**src/rtl/pi_cmd_queue_pkg.sv**
```systemverilog
// Shared Pi register map and posted-command entry layout.
// Used by the Pi front end, the command queue and the 68k bus engine.
package pi_cmd_queue_pkg;

  localparam logic [1:0] REG_DATA    = 2'd0;
  localparam logic [1:0] REG_ADDR_LO = 2'd1;
  localparam logic [1:0] REG_ADDR_HI = 2'd2;
  localparam logic [1:0] REG_STATUS  = 2'd3;

  localparam int STATUS_OVF_CLR_BIT = 15;

  // ADDR_HI write data bits that qualify the command
  localparam int AHI_SZ_BIT = 8;
  localparam int AHI_RW_BIT = 9;

  // spare is always written as 0
  typedef struct packed {
    logic        spare;
    logic [7:0]  a_hi;
    logic [15:1] a_lo;
    logic        a0;
    logic        sz;
    logic        rw;
    logic [15:0] d;
  } cmd_entry_t;

  localparam int ENTRY_W = $bits(cmd_entry_t);

  typedef enum logic [1:0] {
    S_IDLE,
    S_OFFER,
    S_WAIT
  } ctl_state_t;

endpackage

```
**src/rtl/cmd_fifo.sv**
```systemverilog
// Synchronous DEPTH x ENTRY_W command FIFO with level count.
// Ports: push/wdata, pop/rdata (head, combinational), full, empty, level.
module cmd_fifo
  import pi_cmd_queue_pkg::*;
#(
  parameter int DEPTH = 4
) (
  input  logic                   M68K_CLK,
  input  logic                   M68K_RESET,
  input  logic                   push,
  input  logic [ENTRY_W-1:0]     wdata,
  input  logic                   pop,
  output logic [ENTRY_W-1:0]     rdata,
  output logic                   full,
  output logic                   empty,
  output logic [$clog2(DEPTH):0] level
);

  localparam int AW = $clog2(DEPTH);
  localparam int LW = AW + 1;

  logic [ENTRY_W-1:0] mem [DEPTH];
  logic [AW-1:0]      wr_ptr;
  logic [AW-1:0]      rd_ptr;
  logic               do_push;
  logic               do_pop;

  assign full    = (level == LW'(DEPTH));
  assign empty   = (level == '0);
  assign do_push = push & ~full;
  assign do_pop  = pop & ~empty;
  assign rdata   = mem[rd_ptr];

  always_ff @(posedge M68K_CLK) begin
    if (do_push) mem[wr_ptr] <= wdata;
  end

  // pointers wrap naturally since DEPTH is a power of two
  always_ff @(posedge M68K_CLK) begin
    if (M68K_RESET) begin
      wr_ptr <= '0;
      rd_ptr <= '0;
      level  <= '0;
    end else begin
      if (do_push) wr_ptr <= wr_ptr + AW'(1);
      if (do_pop)  rd_ptr <= rd_ptr + AW'(1);
      level <= level + LW'(do_push) - LW'(do_pop);
    end
  end

endmodule

```
**src/rtl/pi_cmd_queue.sv**
```systemverilog
// Posted-command queue: Pi register writes -> 68k bus commands.
// Ports: Pi write strobe/regs in, status out; CMD_* valid/ready; DONE in.
module pi_cmd_queue
  import pi_cmd_queue_pkg::*;
#(
  parameter int DEPTH = 4
) (
  input  logic                   M68K_CLK,
  input  logic                   M68K_RESET,
  input  logic                   PI_WR_STB,
  input  logic [1:0]             PI_A,
  input  logic [15:0]            PI_D,
  output logic                   TXN_BUSY,
  output logic [15:0]            RD_DATA,
  output logic                   OVERFLOW,
  output logic [$clog2(DEPTH):0] LEVEL,
  output logic                   CMD_VALID,
  input  logic                   CMD_READY,
  output logic [22:0]            CMD_A,
  output logic                   CMD_A0,
  output logic                   CMD_SZ,
  output logic                   CMD_RW,
  output logic [15:0]            CMD_D,
  input  logic                   DONE,
  input  logic [15:0]            DONE_D
);

  localparam int LW = $clog2(DEPTH) + 1;

  logic [15:0]   stage_d;
  logic [15:1]   stage_a;
  logic          stage_a0;
  logic          wr_data;
  logic          wr_alo;
  logic          wr_ahi;
  logic          ovf_clr;
  logic          push;
  logic          pop;
  logic          full;
  logic          empty;
  logic          rd_pend;
  logic          rp_nxt;
  logic          done_rd;
  logic [LW-1:0] lvl_nxt;
  cmd_entry_t    new_e;
  cmd_entry_t    head;
  ctl_state_t    state;
  logic          unused_ok;

  assign wr_data = PI_WR_STB & (PI_A == REG_DATA);
  assign wr_alo  = PI_WR_STB & (PI_A == REG_ADDR_LO);
  assign wr_ahi  = PI_WR_STB & (PI_A == REG_ADDR_HI);
  assign ovf_clr = PI_WR_STB & (PI_A == REG_STATUS)
                 & PI_D[STATUS_OVF_CLR_BIT];

  always_comb begin
    new_e      = '0;
    new_e.a_hi = PI_D[7:0];
    new_e.a_lo = stage_a;
    new_e.a0   = stage_a0;
    new_e.sz   = PI_D[AHI_SZ_BIT];
    new_e.rw   = PI_D[AHI_RW_BIT];
    new_e.d    = stage_d;
  end

  assign push    = wr_ahi & ~full;
  assign pop     = (state == S_OFFER) & CMD_READY;
  assign done_rd = (state == S_WAIT) & DONE & CMD_RW;
  assign rp_nxt  = (push & new_e.rw) | (rd_pend & ~done_rd);
  assign lvl_nxt = LEVEL + LW'(push) - LW'(pop);

  assign unused_ok = ^{PI_D[14:10], head.spare};

  cmd_fifo #(
    .DEPTH(DEPTH)
  ) u_fifo (
    .M68K_CLK  (M68K_CLK),
    .M68K_RESET(M68K_RESET),
    .push      (push),
    .wdata     (new_e),
    .pop       (pop),
    .rdata     (head),
    .full      (full),
    .empty     (empty),
    .level     (LEVEL)
  );

  always_ff @(posedge M68K_CLK) begin
    if (M68K_RESET) begin
      state     <= S_IDLE;
      stage_d   <= '0;
      stage_a   <= '0;
      stage_a0  <= 1'b0;
      rd_pend   <= 1'b0;
      OVERFLOW  <= 1'b0;
      TXN_BUSY  <= 1'b0;
      CMD_VALID <= 1'b0;
      RD_DATA   <= '0;
      CMD_A     <= '0;
      CMD_A0    <= 1'b0;
      CMD_SZ    <= 1'b0;
      CMD_RW    <= 1'b1;
      CMD_D     <= '0;
    end else begin
      if (wr_data) stage_d <= PI_D;
      if (wr_alo) begin
        stage_a  <= PI_D[15:1];
        stage_a0 <= PI_D[0];
      end
      if (wr_ahi && full) OVERFLOW <= 1'b1;
      else if (ovf_clr)   OVERFLOW <= 1'b0;
      rd_pend  <= rp_nxt;
      // busy follows the post-edge level so a filling commit shows at once
      TXN_BUSY <= (lvl_nxt == LW'(DEPTH)) | rp_nxt;
      unique case (state)
        S_IDLE: begin
          if (!empty) begin
            state     <= S_OFFER;
            CMD_VALID <= 1'b1;
            CMD_A     <= {head.a_hi, head.a_lo};
            CMD_A0    <= head.a0;
            CMD_SZ    <= head.sz;
            CMD_RW    <= head.rw;
            CMD_D     <= head.d;
          end
        end
        S_OFFER: begin
          if (CMD_READY) begin
            state     <= S_WAIT;
            CMD_VALID <= 1'b0;
          end
        end
        S_WAIT: begin
          if (DONE) begin
            if (CMD_RW) RD_DATA <= DONE_D;
            state <= S_IDLE;
          end
        end
        default: state <= S_IDLE;
      endcase
    end
  end

endmodule

```
**config.mk**
```make
export PLATFORM = sky130hd
export DESIGN_NAME = pi_cmd_queue
export DESIGN_NICKNAME = d
export VERILOG_FILES = /design/src/rtl/pi_cmd_queue_pkg.sv /design/src/rtl/cmd_fifo.sv /design/src/rtl/pi_cmd_queue.sv
export SDC_FILE = /design/constraint.sdc
export NUM_CORES = 1
export LEC_CHECK = 0
export BUFFER_PORTS_ARGS = -buffer_cell sky130_fd_sc_hd__buf_2
export CORE_AREA = 5 5 191 193
export CTS_CLUSTER_DIAMETER = 40
export DETAILED_ROUTE_END_ITERATION = 8
export DIE_AREA = 0 0 196 198
export SYNTH_ARGS = -nofsm -noshare
export SYNTH_HDL_FRONTEND = slang
export SYNTH_HIERARCHICAL = 1
export SYNTH_SLANG_ARGS = --single-unit
```
**constraint.sdc**
```tcl
create_clock -name M68K_CLK -period 3.3 [get_ports M68K_CLK]
set_clock_uncertainty 0.15 [all_clocks]
set_input_delay 0.165 -clock M68K_CLK [delete_from_list [all_inputs] [get_ports M68K_CLK]]
set_output_delay 0.165 -clock M68K_CLK [all_outputs]
set_load 0.02 [all_outputs]
```
==> key figures <==
Drt
  • Via-per-instance ratio: 4.39
  • Mean routed wirelength per cell: 16.7 um
  • DRT Wirelength: 22300 um
  • Via Count: 5857
  • DRT iter0 DRCs: 325
  • Drt drc: 0
  • Remaining antenna violation count: 0
  • Drt pass-1 iters: 4

GRT
  • Antenna violations before repair: 0
  • First-pass GRT wire length: 35200 um
  • Vias in the first global route: 6072
  • Gr ovfl total: 0
  • Largest net degree at the start of global routing: 76
  • Total Routing Usage GR: 11.6%

Floorplan
  • Die area: 38800 um2
  • # IOs: 103
  • Placeable Area: 34400 um2
  • Initial Util: 29.4%
  • FP Rows: 68
  • Die height: 198 um
  • Die width: 196 um

Place
  • Post-DP HPWL: 13400 um
  • Placed Cells: 1234
  • Final GP Congestion: 0.740
  • IO buf count: 102

Finish
  • Final nets: 903
  • Commonest non-fill, non-tap cell in the layout: nand2_1
  • Area Growth Syn to Fin: 25.7%
  • ANT cells: 0
  • Non-Filler Instances: 1335
  • Highest-count cells in the layout ignoring fill and taps: 172 x nand2_1, 168 x edfxtp_1, 103 x dfxtp_1
  • Layout cells sized above 1: 26.8%
  • Fillers: 3277

Run status
  • Status: finished clean

Min path
  • Hold crit path type: in -> reg
  • Hold path endpoint: OVERFLOW
  • Worst hold start: M68K_RESET
  • Hold path depth: 2

Timing
  • RSZ-0062 raised after global routing: false
  • Min Tclk post-route: 2740 ps
  • Count of pins over their slew limit: 0
  • Setup-failing EPs final: 0
  • Slew headroom: 32.5%
  • Crit share post-route: 82.9%
  • Worst Tran Pin Value: 1010 ps
  • Hold Fails Final Rpt: 0
  • Fmax: 365 MHz
  • Final setup TNS: 0 ps

Clocking
  • Clock sinks: 273
  • CTS H-tree depth: 2
  • Post-cts sizing count: 0
  • CTS max path bufs: 3
  • Clk root buf: clkbuf_16
  • Total CTS buffers: 34
  • CTS tree: yes
  • Clk slew on worst S/H paths: 60 ps
  • Worst-skew pair later-pin latency: 500 ps

Setup path
  • CP endpoint kind: flip-flop
  • Reg2Reg Setup Slack: 560 ps
  • Crit path top cell by count: inv_1
  • CP Max Fanout: 8
  • CP Data Required Time: 3510 ps
  • Crit path launch type: flip-flop
  • Arr. time, crit path: 2950 ps
  • Critical path buffer and inverter count: 4
  • CP Class: reg -> reg
  • Critical-path top delay cell: dfxtp_1
  • Worst r2r src: u_fifo/level[1]
  • Slowest stage delay, CP: 520 ps
  • Reg2reg end: u_fifo/level[2]
  • Worst R2R Path Depth: 14
  • Crit path max-delay family: adder cells
  • Cell Chain, Critical Path: nor3b_2 > nor2_1 > nand3_1 > inv_1 > inv_1 > nor2_1 > inv_1 > ha_1 > inv_1 > ha_1 > fa_1 > xnor2_1 > xnor2_1 > nor2_1
  • Crit. path cell count: 14

Yosys
  • Avg Inst Size Synth: 14.4 um2
  • Synth Net Count: 751
  • Post-Syn Instances: 702
  • Mapped Area: 10100 um2
  • Synth warnings: 6

Pwr
  • Leak: 0.00444 uW
  • Total power: 9030 uW
  • Max VDD drop: 0.332 mV
  • Power Dens Cells: 711 nW/um2

Flow run
  • Max Cap Viol: 0
## flip-flops by register name, indices dropped and copies added (netlist names), named ones only
name,flops
TXN_BUSY,1
CMD_VALID,1
CMD_D,16
u_fifo/rd_ptr,2
OVERFLOW,1
CMD_A,23
stage_d,16
stage_a,15
CMD_RW,1
rd_pend,1
u_fifo/wr_ptr,2
state,2
u_fifo/level,3
u_fifo/mem,168
stage_a0,1
RD_DATA,16
CMD_A0,1
CMD_SZ,1
## power breakdown
| part | internal, uW | switching [uW] |
|---|---|---|
| clock | 2420 | 1490 |
| sequential | 3820 | 131 |
| combinational | 412 | 758 |
## layout make-up
type	instances	area, um2	area share [%]
Sequential cell	273	7150	56.3
Clock inverter	21	277	2.18
Tap cell	455	569	4.48
Clock buffer	41	941	7.41
Timing Repair Buffer	156	1080	8.49
Multi-Input combinational cell	376	2640	20.8
Inverter	13	48.8	0.384
## how the worst max path moves through the flow
stage / start / end
after floorplan: u_fifo/level[1] / u_fifo/mem[2][0]
after global placement: u_fifo/level[1] / u_fifo/level[2]
after detailed placement: u_fifo/level[1] / u_fifo/level[2]
after CTS: u_fifo/level[1] / u_fifo/level[2]
after global routing: u_fifo/level[1] / u_fifo/level[2]
final: u_fifo/level[1] / u_fifo/level[2]
## timing repair
action,in CTS,in global routing
hold buffers,39,0
buffers inserted,0,0
hold endpoints to repair,93,0
## per-layer routing
metal | up-vias | wire (um) | track usage [%]
li1 | 2836 | - | -
met1 | 2858 | 9190 | 14.1
met2 | 124 | 11200 | 20.2
met3 | 39 | 1430 | 3.13
met4 | 0 | 484 | 3.52
met5 | - | 0 | 0
## stage by stage
step	util (%)	hold WS, ps	cell area, um2	worst slack [ps]
finish	36.9	85.6	12700	563
global route	36.9	119	12700	264
CTS	36.9	97.2	12700	532
detailed placement	32.3	245	11100	551
global placement	32.3	236	11100	578
floorplan	-	114	10100	416
Power figures use the tool's default switching activity.
